$ cat config.mk
export PLATFORM = sky130hd
export DESIGN_NAME = boot_loader_ctrl
export DESIGN_NICKNAME = d
export VERILOG_FILES = /design/src/rtl/boot_pkg.sv /design/src/rtl/boot_word_counter.sv /design/src/rtl/boot_loader_ctrl.sv
export SDC_FILE = /design/constraint.sdc
export NUM_CORES = 1
export LEC_CHECK = 0
export CAP_MARGIN = 20
export CELL_PAD_IN_SITES_DETAIL_PLACEMENT = 0
export CELL_PAD_IN_SITES_GLOBAL_PLACEMENT = 1
export CORE_UTILIZATION = 30
export DETAILED_ROUTE_END_ITERATION = 6
export PLACE_DENSITY = 0.82
export SYNTH_ARGS = -nofsm -noshare
export SYNTH_HDL_FRONTEND = slang
export SYNTH_SLANG_ARGS = --single-unit
$ cat constraint.sdc
create_clock -name clk -period 1.9 [get_ports clk]
set_input_delay 0.285 -clock clk [delete_from_list [all_inputs] [get_ports clk]]
set_output_delay 0.285 -clock clk [all_outputs]
set_load 0.01 [all_outputs]
$ cat src/rtl/boot_pkg.sv
// Shared definitions for the boot sequencer: state encoding and the
// image geometry used to size both this block and the boot ROM.
package boot_pkg;

  typedef enum logic [1:0] {
    ST_FETCH = 2'd0,
    ST_WRITE = 2'd1,
    ST_DONE  = 2'd2
  } boot_state_e;

  localparam int          BOOT_WORDS = 256;
  localparam logic [15:0] BOOT_BASE  = 16'h0000;

endpackage

$ cat src/rtl/boot_word_counter.sv
// 8-bit word index for the boot copy, with synchronous clear/increment
// and a terminal flag raised on the last word of the image.
module boot_word_counter #(
  parameter int WORDS = 256
) (
  input  logic       clk,
  input  logic       rst_n,
  input  logic       clr_i,
  input  logic       inc_i,
  output logic [7:0] cnt_o,
  output logic       term_o
);

  logic [7:0] cnt_q;

  always_ff @(posedge clk or negedge rst_n) begin
    if (!rst_n) begin
      cnt_q <= 8'd0;
    end else if (clr_i) begin
      cnt_q <= 8'd0;
    end else if (inc_i) begin
      cnt_q <= cnt_q + 8'd1;
    end
  end

  assign cnt_o  = cnt_q;
  assign term_o = (cnt_q == 8'(WORDS - 1));

endmodule

$ cat src/rtl/boot_loader_ctrl.sv
// Copies the boot image from ROM into instruction RAM, holding the CPU
// in reset until the last word has been accepted by the RAM.
module boot_loader_ctrl
  import boot_pkg::*;
#(
  parameter int          WORDS     = BOOT_WORDS,
  parameter logic [15:0] DEST_BASE = BOOT_BASE
) (
  input  logic        clk,
  input  logic        rst_n,
  input  logic        start,
  output logic [15:0] rom_addr,
  input  logic [15:0] rom_data,
  output logic [15:0] ram_addr,
  output logic [15:0] ram_wdata,
  output logic        ram_we,
  input  logic        ram_ready,
  output logic        cpu_hold,
  output logic        boot_done
);

  boot_state_e state_q;
  logic [15:0] wreg_q;
  logic        ram_we_q;
  logic        cpu_hold_q;
  logic        boot_done_q;

  logic [7:0]  cnt;
  logic        cnt_term;
  logic        cnt_clr;
  logic        cnt_inc;

  assign cnt_clr = (state_q == ST_DONE) && start;
  assign cnt_inc = (state_q == ST_WRITE) && ram_ready && !cnt_term;

  boot_word_counter #(
    .WORDS (WORDS)
  ) u_counter (
    .clk    (clk),
    .rst_n  (rst_n),
    .clr_i  (cnt_clr),
    .inc_i  (cnt_inc),
    .cnt_o  (cnt),
    .term_o (cnt_term)
  );

  // Output flags are registered alongside the state so no input reaches a port.
  always_ff @(posedge clk or negedge rst_n) begin
    if (!rst_n) begin
      state_q     <= ST_FETCH;
      wreg_q      <= 16'h0000;
      ram_we_q    <= 1'b0;
      cpu_hold_q  <= 1'b1;
      boot_done_q <= 1'b0;
    end else begin
      case (state_q)
        ST_FETCH: begin
          wreg_q   <= rom_data;
          ram_we_q <= 1'b1;
          state_q  <= ST_WRITE;
        end
        ST_WRITE: begin
          if (ram_ready) begin
            ram_we_q <= 1'b0;
            if (cnt_term) begin
              cpu_hold_q  <= 1'b0;
              boot_done_q <= 1'b1;
              state_q     <= ST_DONE;
            end else begin
              state_q <= ST_FETCH;
            end
          end
        end
        ST_DONE: begin
          if (start) begin
            cpu_hold_q  <= 1'b1;
            boot_done_q <= 1'b0;
            state_q     <= ST_FETCH;
          end
        end
        default: begin
          ram_we_q    <= 1'b0;
          cpu_hold_q  <= 1'b1;
          boot_done_q <= 1'b0;
          state_q     <= ST_FETCH;
        end
      endcase
    end
  end

  assign rom_addr  = {8'h00, cnt};
  assign ram_addr  = DEST_BASE + {8'h00, cnt};
  assign ram_wdata = wreg_q;
  assign ram_we    = ram_we_q;
  assign cpu_hold  = cpu_hold_q;
  assign boot_done = boot_done_q;

endmodule

==> metrics.csv, run 1 <==
stage,metric,value,unit
floorplanning,I/O Pins,71,
power_and_ir_drop,Leak,0.0009015,uW
timing,Final Hold Viols,0,
setup_path,Arrival @ worst endpoint,1.34,ns
power_and_ir_drop,sequential power share,41.8,%
clock_tree,post-cts resize count,0,
routing,final wirelength,2792,um
timing,"Worst Setup Slack, final",0.2764,ns
floorplanning,Die Ht,72.04,um
setup_path,CP max-delay cell,clkdlybuf4s50_1,
setup_path,Worst path top cell family by delay,buffers and inverters,
power_and_ir_drop,Sw Share,30.89,%
finish,"most common cell after layout, fill and taps aside",clkdlybuf4s50_1,
yosys,Mapped Area,1471,sq um
finish,antenna cells,0,
routing,vias,1045,
yosys,synthesized flop and latch total,29,
clock_tree,cts hold-fix bufs,0,
clock_tree,CTS buffer count,5,
floorplanning,Core ar.,4723,sq um
floorplanning,Initial Util,31.15,%
yosys,"Async S/R FF share, synth",100.0,%
power_and_ir_drop,NetSw,640.2,uW
timing,max-slew violations,0,
yosys,synthesized area per cell,11.59,sq um
timing,post-route clock period utilization,85.45,%
setup_path,CP Cell Sequence,clkdlybuf4s50_1,
setup_path,CP Buf/Inv Count,1,
clock_tree,CTS root buf,clkbuf_8,
routing,DR iter-0 viols,29,
power_and_ir_drop,combinational fraction of design power,35.1,%
finish,layout cells sized above 1,15.73,%
yosys,yosys warns,0,
setup_path,crit path kind,reg2out,
power_and_ir_drop,internal power,1432,uW
timing,RSZ-0062 raised after global routing,false,
yosys,largest area contributor in the netlist,dfrtp_1,
global_routing,largest net degree at the start of global routing,30,
run_status,outcome,completed,
timing,"Setup violations, final",0,
global_routing,number of global-route vias before repair,929,
clock_tree,H-tree levels,2,
finish,Area Overhead vs Synth,38.52,%
yosys,ys flop type,dfrtp_1,
setup_path,Startpoint Class,flop,
clock_tree,clock latency on the worst-skew pair,0.27,ns
clock_tree,"Clk pin slew, worst setup/hold paths",0.06,ns
clock_tree,clock tree sinks,29,
global_routing,aggregate global-route resource usage,11.37,%
setup_path,CP endpoint kind,output port,
clock_tree,Clock Path Buffers,2,
setup_path,worst-path fanout max,7,
yosys,largest cells by area after synthesis,"dfrtp_1, buf_4, mux2_2",
global_routing,global route overflow,0,
clock_tree,CTS tree,done,
yosys,post-synth cell types,33,
routing,Via-to-Cell Ratio,4.265,
power_and_ir_drop,clock network fraction of design power,23.2,%
routing,WL per Instance,11.40,um
placed_design,GP Congestion,0.6976,
placed_design,Detailed Place HPWL,2034,um
yosys,top-area cell type share of the netlist area,47.62,%
global_routing,initial antenna violation count,0,
power_and_ir_drop,peak supply drop,0.3972,mV
yosys,cells after synthesis,127,
routing,drc violations,0,
yosys,Post-synth EDFFs,0,
floorplanning,Die ar.,5189,sq um
placed_design,port bufs,54,
setup_path,Worst Path Required,1.62,ns
routing,TritonRoute pass-1 iters,4,
global_routing,global-route wire length before repair,4374,um
floorplanning,Cell Rows,25,
timing,final setup TNS,0,ns
timing,Achievable Freq,0.6159,GHz
placed_design,dpl ws,0.3000,ns
floorplanning,die width,72.04,um
routing,antenna-violating nets left,0,
finish,most frequent cells in the layout,"clkdlybuf4s50_1, dfrtp_1, mux2_2, conb_1, nand2_1",
run,total of max-cap violations,0,
timing,min cycle time layout,1.624,ns
yosys,sequential area share after synthesis,49.40,%
power_and_ir_drop,PD cells,1017,nW/um^2
timing,clock skew,0.002804,ns
finish,nets@finish,198,
clock_tree,postcts setup bufs,0,
hold_path,worst min path class,in2async,
setup_path,max incr delay on CP,0.59,ns
metal layers:
layer	wire length, um	track usage (%)	share of wire (%)
met1	1286	13.28	46
met2	1210	18.03	43
met3	243	5.000	8.7
met4	51	5.229	1.8
met5	0	0	0
flip-flops by register name (all words and copies together) (netlist names):
register / cells
u_counter.cnt_o: 8
cpu_hold: 1
ram_we: 1
state_q: 2
boot_done: 1
ram_wdata: 16
synthesized netlist by cell type (2+ instances only):
master / number
nand2_1: 10
mux2_2: 16
o211ai_1: 2
dfrtp_1: 28
and3_1: 2
nand4_1: 3
nand3_1: 3
inv_1: 5
buf_4: 25
mux2i_1: 6
o21ai_0: 5
power by group through the flow:
| stage | clock (uW) | combinational (uW) | sequential, uW |
|---|---|---|---|
| after floorplan | 0 | 362 | 901 |
| after global placement | 0 | 724 | 877 |
| after detailed placement | 0 | 731 | 883 |
| after CTS | 502 | 737 | 872 |
| after global routing | 535 | 793 | 892 |
| final | 480 | 727 | 866 |
metrics by stage:
step / total power (uW) / utilization [%] / instances / hold slack (ns) / instance area [sq um]
after detailed placement: 1614 / 41.40 / 237 / 0.4583 / 1956
after global placement: 1601 / 41.40 / 237 / 0.4618 / 1956
after CTS: 2111 / 43.15 / 245 / 0.3902 / 2038
final: 2072 / 43.15 / 245 / 0.3839 / 2038
after floorplan: 1264 / - / 142 / -0.01059 / 1528
after global routing: 2219 / 43.15 / 245 / 0.4283 / 2038
cell type report:
| cell class | count | area [sq um] |
|---|---|---|
| clock buffer | 6 | 72.57 |
| sequential | 29 | 726.9 |
| fill | 458 | 2685 |
| inverter | 5 | 18.77 |
| timing repair buffer | 55 | 548.0 |
| clock inverter | 2 | 10.01 |
| multi-input combinational | 81 | 578.1 |
| tap | 67 | 83.83 |
logic make-up after synthesis:
logic type | share of synthesized area (%)
other cells | 0.2549
flops | 49.40
fa+ha+maj | 0.8502
buf+inv | 15.14
simple gates | 12.42
mux | 16.33
compound gates | 5.612
path summary, 6_finish.rpt:
path                                                 from                         to  slack [ns]  cells past startpoint
setup / recovery           u_counter.cnt_o[5]$_DFFE_PN0P_                rom_addr[5]        0.28                      1
hold / removal                                      rst_n  ram_wdata[15]$_DFFE_PN0P_        0.38                      2
setup reg to reg           u_counter.cnt_o[0]$_DFFE_PN0P_       cpu_hold$_DFFE_PN1P_        0.37                      4
hold reg to reg                      cpu_hold$_DFFE_PN1P_       cpu_hold$_DFFE_PN1P_        0.47                      2
max in group asynchronous                           rst_n       cpu_hold$_DFFE_PN1P_        1.21                      2
min in group clk                     cpu_hold$_DFFE_PN1P_       cpu_hold$_DFFE_PN1P_        0.47                      2
(Power assumes the default switching activity.)
==> inputs of run 2 (changes only) <==
SETUP_SLACK_MARGIN = 0.5   (was not set)
SYNTH_HIERARCHICAL = 1   (was not set)
==> run 2 against run 1 <==
  * Utilization increased by 5.0 points
  * Register-to-register slack got worse by 0.12 ns
  * Area after synthesis is the same
  * Critical path type is now reg2reg
==> metrics.csv, run 2 <==
stage,metric,value,unit,change
setup_path,CP endpoint kind,flop,,was output port
clock_tree,CTS buffer count,5,,unchanged
yosys,"Async S/R FF share, synth",100.0,%,unchanged
timing,Final Hold Viols,0,,unchanged
finish,max reg flops,16,,unchanged
yosys,synthesized flop and latch total,29,,unchanged
clock_tree,clock tree sinks,29,,unchanged
run,total of max-cap violations,0,,unchanged
finish,antenna cells,0,,unchanged
setup_path,crit path kind,reg2reg,,was reg2out
timing,RSZ-0062 raised after global routing,true,,was false
floorplanning,Die ar.,5189,sq um,unchanged
timing,clock skew,0.007726,ns,was 0.002804 ns
yosys,top-area cell type share of the netlist area,47.62,%,unchanged
power_and_ir_drop,combinational fraction of design power,41.4,%,was 35.1%
yosys,Post-synth top cells,"dfrtp_1, buf_4, mux2_4",,"was dfrtp_1, buf_4, mux2_2"
yosys,cells after synthesis,122,,was 127
yosys,adder-cell share of the synthesized area,0.8503,%,unchanged
setup_path,worst-path fanout max,4,,was 7
timing,Achievable Freq,0.6055,GHz,was 0.6159 GHz
yosys,most frequent cell after synthesis,dfrtp_1,,unchanged
setup_path,CP Cell Sequence,ha_4 -> nand3_2 -> nor2_2 -> nor3_2 -> buf_4 -> nand4_4 -> or3_4 -> a21oi_2,,was clkdlybuf4s50_1
global_routing,global-route wire length before repair,5030,um,was 4374 um
power_and_ir_drop,NetSw,724.3,uW,was 640.2 uW
yosys,post-synthesis mux area share,15.48,%,was 16.33%
floorplanning,die width,72.04,um,unchanged
setup_path,Arrival @ worst endpoint,1.86,ns,was 1.34 ns
yosys,ys flop type,dfrtp_1,,unchanged
routing,WL per Instance,11.88,um,was 11.40 um
routing,antenna-violating nets left,0,,unchanged
routing,final wirelength,3197,um,was 2792 um
hold_path,worst min path class,in2async,,unchanged
placed_design,port bufs,54,,unchanged
routing,Via-to-Cell Ratio,4.204,,was 4.265
placed_design,Detailed Place HPWL,1990,um,was 2034 um
setup_path,worst reg2reg path depth,8,,was 4
yosys,largest family of logic cells by synthesized area,buffers and inverters,,was multiplexers
placed_design,GP Congestion,0.7391,,was 0.6976
finish,layout cells sized above 1,34.65,%,was 15.73%
power_and_ir_drop,clock network fraction of design power,22.9,%,was 23.2%
finish,most frequent cells in the layout,"buf_4, dfrtp_1, dlygate4sd2_1",,"was clkdlybuf4s50_1, dfrtp_1, mux2_2, conb_1, nand2_1"
timing,"Worst Setup Slack, final",0.2484,ns,was 0.2764 ns
routing,vias,1131,,was 1045
floorplanning,Initial Util,31.15,%,unchanged
finish,fin cells,269,,was 245
yosys,yosys warns,6,,was 0
power_and_ir_drop,PD cells,1004,nW/um^2,was 1017 nW/um^2
routing,DR iter-0 viols,25,,was 29
yosys,Post-synth EDFFs,0,,unchanged
floorplanning,Cell Rows,25,,unchanged
setup_path,CP max-delay cell,dfrtp_2,,was clkdlybuf4s50_1
setup_path,Startpoint Class,flop,,unchanged
clock_tree,CTS tree,done,,unchanged
clock_tree,Clock Path Buffers,2,,unchanged
yosys,Synth Area in Simple Gates,10.54,%,was 12.41%
yosys,largest area contributor in the netlist,dfrtp_1,,unchanged
clock_tree,cts hold-fix bufs,0,,unchanged
power_and_ir_drop,sequential power share,35.7,%,was 41.8%
finish,Area Overhead vs Synth,54.42,%,was 38.52%
placed_design,Placed Cells,239,,was 237
setup_path,CP Buf/Inv Count,1,,unchanged
yosys,largest cells by area after synthesis,"dfrtp_1, buf_4, mux2_4",,"was dfrtp_1, buf_4, mux2_2"
clock_tree,"Clk pin slew, worst setup/hold paths",0.07,ns,was 0.06 ns
timing,max-slew violations,0,,unchanged
routing,drc violations,0,,unchanged
clock_tree,CTS root buf,clkbuf_8,,unchanged
floorplanning,I/O Pins,71,,unchanged
timing,final setup TNS,0,ns,unchanged
run_status,outcome,completed,,unchanged
routing,TritonRoute pass-1 iters,5,,was 4
yosys,Mapped Area,1471,sq um,unchanged
timing,post-route clock period utilization,86.93,%,was 85.45%
power_and_ir_drop,internal power,1557,uW,was 1432 uW
power_and_ir_drop,Leak,0.001074,uW,was 0.0009015 uW
yosys,Synth Area in XOR/XNOR,2.381,%,was 0%
finish,"most common cell after layout, fill and taps aside",buf_4,,was clkdlybuf4s50_1
yosys,Compound-Gate Fraction of Synth Area,4.677,%,was 5.612%
global_routing,number of global-route vias before repair,1093,,was 929
finish,Finished Cell Area,2272,sq um,was 2038 sq um
timing,min cycle time layout,1.652,ns,was 1.624 ns
global_routing,largest net degree at the start of global routing,30,,unchanged
setup_path,origin of the critical flop-to-flop path,u_counter/cnt_o[1]$_DFFE_PN0P_,,was u_counter.cnt_o[0]$_DFFE_PN0P_
clock_tree,clock latency on the worst-skew pair,0.28,ns,was 0.27 ns
setup_path,R2R setup slack,0.25,ns,was 0.37 ns
setup_path,Worst path top cell family by delay,simple AND/OR/NAND/NOR gates,,was buffers and inverters
global_routing,aggregate global-route resource usage,12.97,%,was 11.37%
power_and_ir_drop,Sw Share,31.76,%,was 30.89%
setup_path,max incr delay on CP,0.43,ns,was 0.59 ns
finish,nets@finish,222,,was 198
global_routing,initial antenna violation count,0,,unchanged
clock_tree,H-tree levels,2,,unchanged
floorplanning,Die Ht,72.04,um,unchanged
yosys,synthesized area per cell,12.06,sq um,was 11.59 sq um
power_and_ir_drop,peak supply drop,0.3823,mV,was 0.3972 mV
placed_design,dpl ws,0.03568,ns,was 0.3000 ns
yosys,post-synth cell types,26,,was 33
setup_path,r2r endpoint,u_counter/cnt_o[7]$_DFFE_PN0P_,,was cpu_hold$_DFFE_PN1P_
global_routing,global route overflow,0,,unchanged
yosys,sequential area share after synthesis,49.40,%,unchanged
floorplanning,Core ar.,4723,sq um,unchanged
timing,"Setup violations, final",0,,unchanged
setup_path,crit path from,u_counter/cnt_o[1]$_DFFE_PN0P_,,was u_counter.cnt_o[5]$_DFFE_PN0P_
placed_design,Area after DPL,2016,sq um,was 1956 sq um
setup_path,Worst Path Required,2.11,ns,was 1.62 ns
## run 2: cell count changes after synthesis, moves of 4 or more
cell,change
mux2i_1,-5
mux2_4,+10
a21oi_1,+4
nor2_1,+7
mux2_2,-10
nand2_1,-6
## run 2: how the worst max path moves through the flow
stage | slack (ns) | cells after the start | endpoint
finish | 0.25 | 8 | u_counter/cnt_o[7]$_DFFE_PN0P_
global route | 0.17 | 8 | u_counter/cnt_o[7]$_DFFE_PN0P_
CTS | 0.24 | 8 | u_counter/cnt_o[7]$_DFFE_PN0P_
detailed placement | 0.04 | 7 | u_counter/cnt_o[7]$_DFFE_PN0P_
global placement | 0.05 | 7 | u_counter/cnt_o[7]$_DFFE_PN0P_
floorplan | 0.22 | 8 | u_counter/cnt_o[5]$_DFFE_PN0P_
## run 2: metrics by stage
step | hold slack [ns] | power (uW) | util [%]
floorplan | -0.01059 | 1314 | -
global placement | 0.4916 | 1712 | 42.68
detailed placement | 0.4967 | 1732 | 42.68
CTS | 0.3975 | 2249 | 45.88
global route | 0.4303 | 2427 | 48.11
finish | 0.3887 | 2281 | 48.11
## run 2: worst register-to-register path: cells and delay by family (launching register included)
family / cells / cell delay (ns)
and+or+nand+nor: 5 / 0.68
DFF: 1 / 0.43
adders and majority gates: 1 / 0.17
buffers and inverters: 1 / 0.16
AOI/OAI and AO/OA: 1 / 0.14
## run 2: cell families (layout without fill, tap and decap cells)
kind of cell	count (synthesis)	after routing
xor gates and xnor gates	4	4
and+or+nand+nor	26	26
other	1	16
buffers and inverters	31	96
AOI/OAI and AO/OA	13	13
DFF	29	29
adders and majority gates	1	1
muxes	17	17
## run 2: final cells by class
class	count	area, sq um
Clock buffer	8	90.09
Fill cell	441	2451
Inverter	2	7.507
Multi-Input combinational cell	77	596.8
Sequential cell	29	729.5
Tap cell	67	83.83
Timing Repair Buffer	86	764.5
## run 2: what timing repair did
item | in CTS | in global routing
setup endpoints to repair | 43 | 21
setup buffers | 12 | 10
gates resized for setup | 47 | 13
pin swaps | 6 | 3
## run 2: power by group through the flow
stage	combinational, uW	clock, uW	sequential (uW)
3_5_place_dp	890	0	842
4_1_cts	889	546	814
5_1_grt	1020	578	830
6_report	944	523	814
2_1_floorplan	379	0	935
3_3_place_gp	872	0	839
## run 2: metal layers
layer | vias to the layer above | part of all wire [%] | global-route usage [%]
met3 | 8 | 6.3 | 3.889
met4 | 0 | 2.2 | 7.190
met2 | 55 | 50 | 20.65
li1 | 529 | - | -
met1 | 539 | 41 | 15.75
met5 | - | 0 | 0
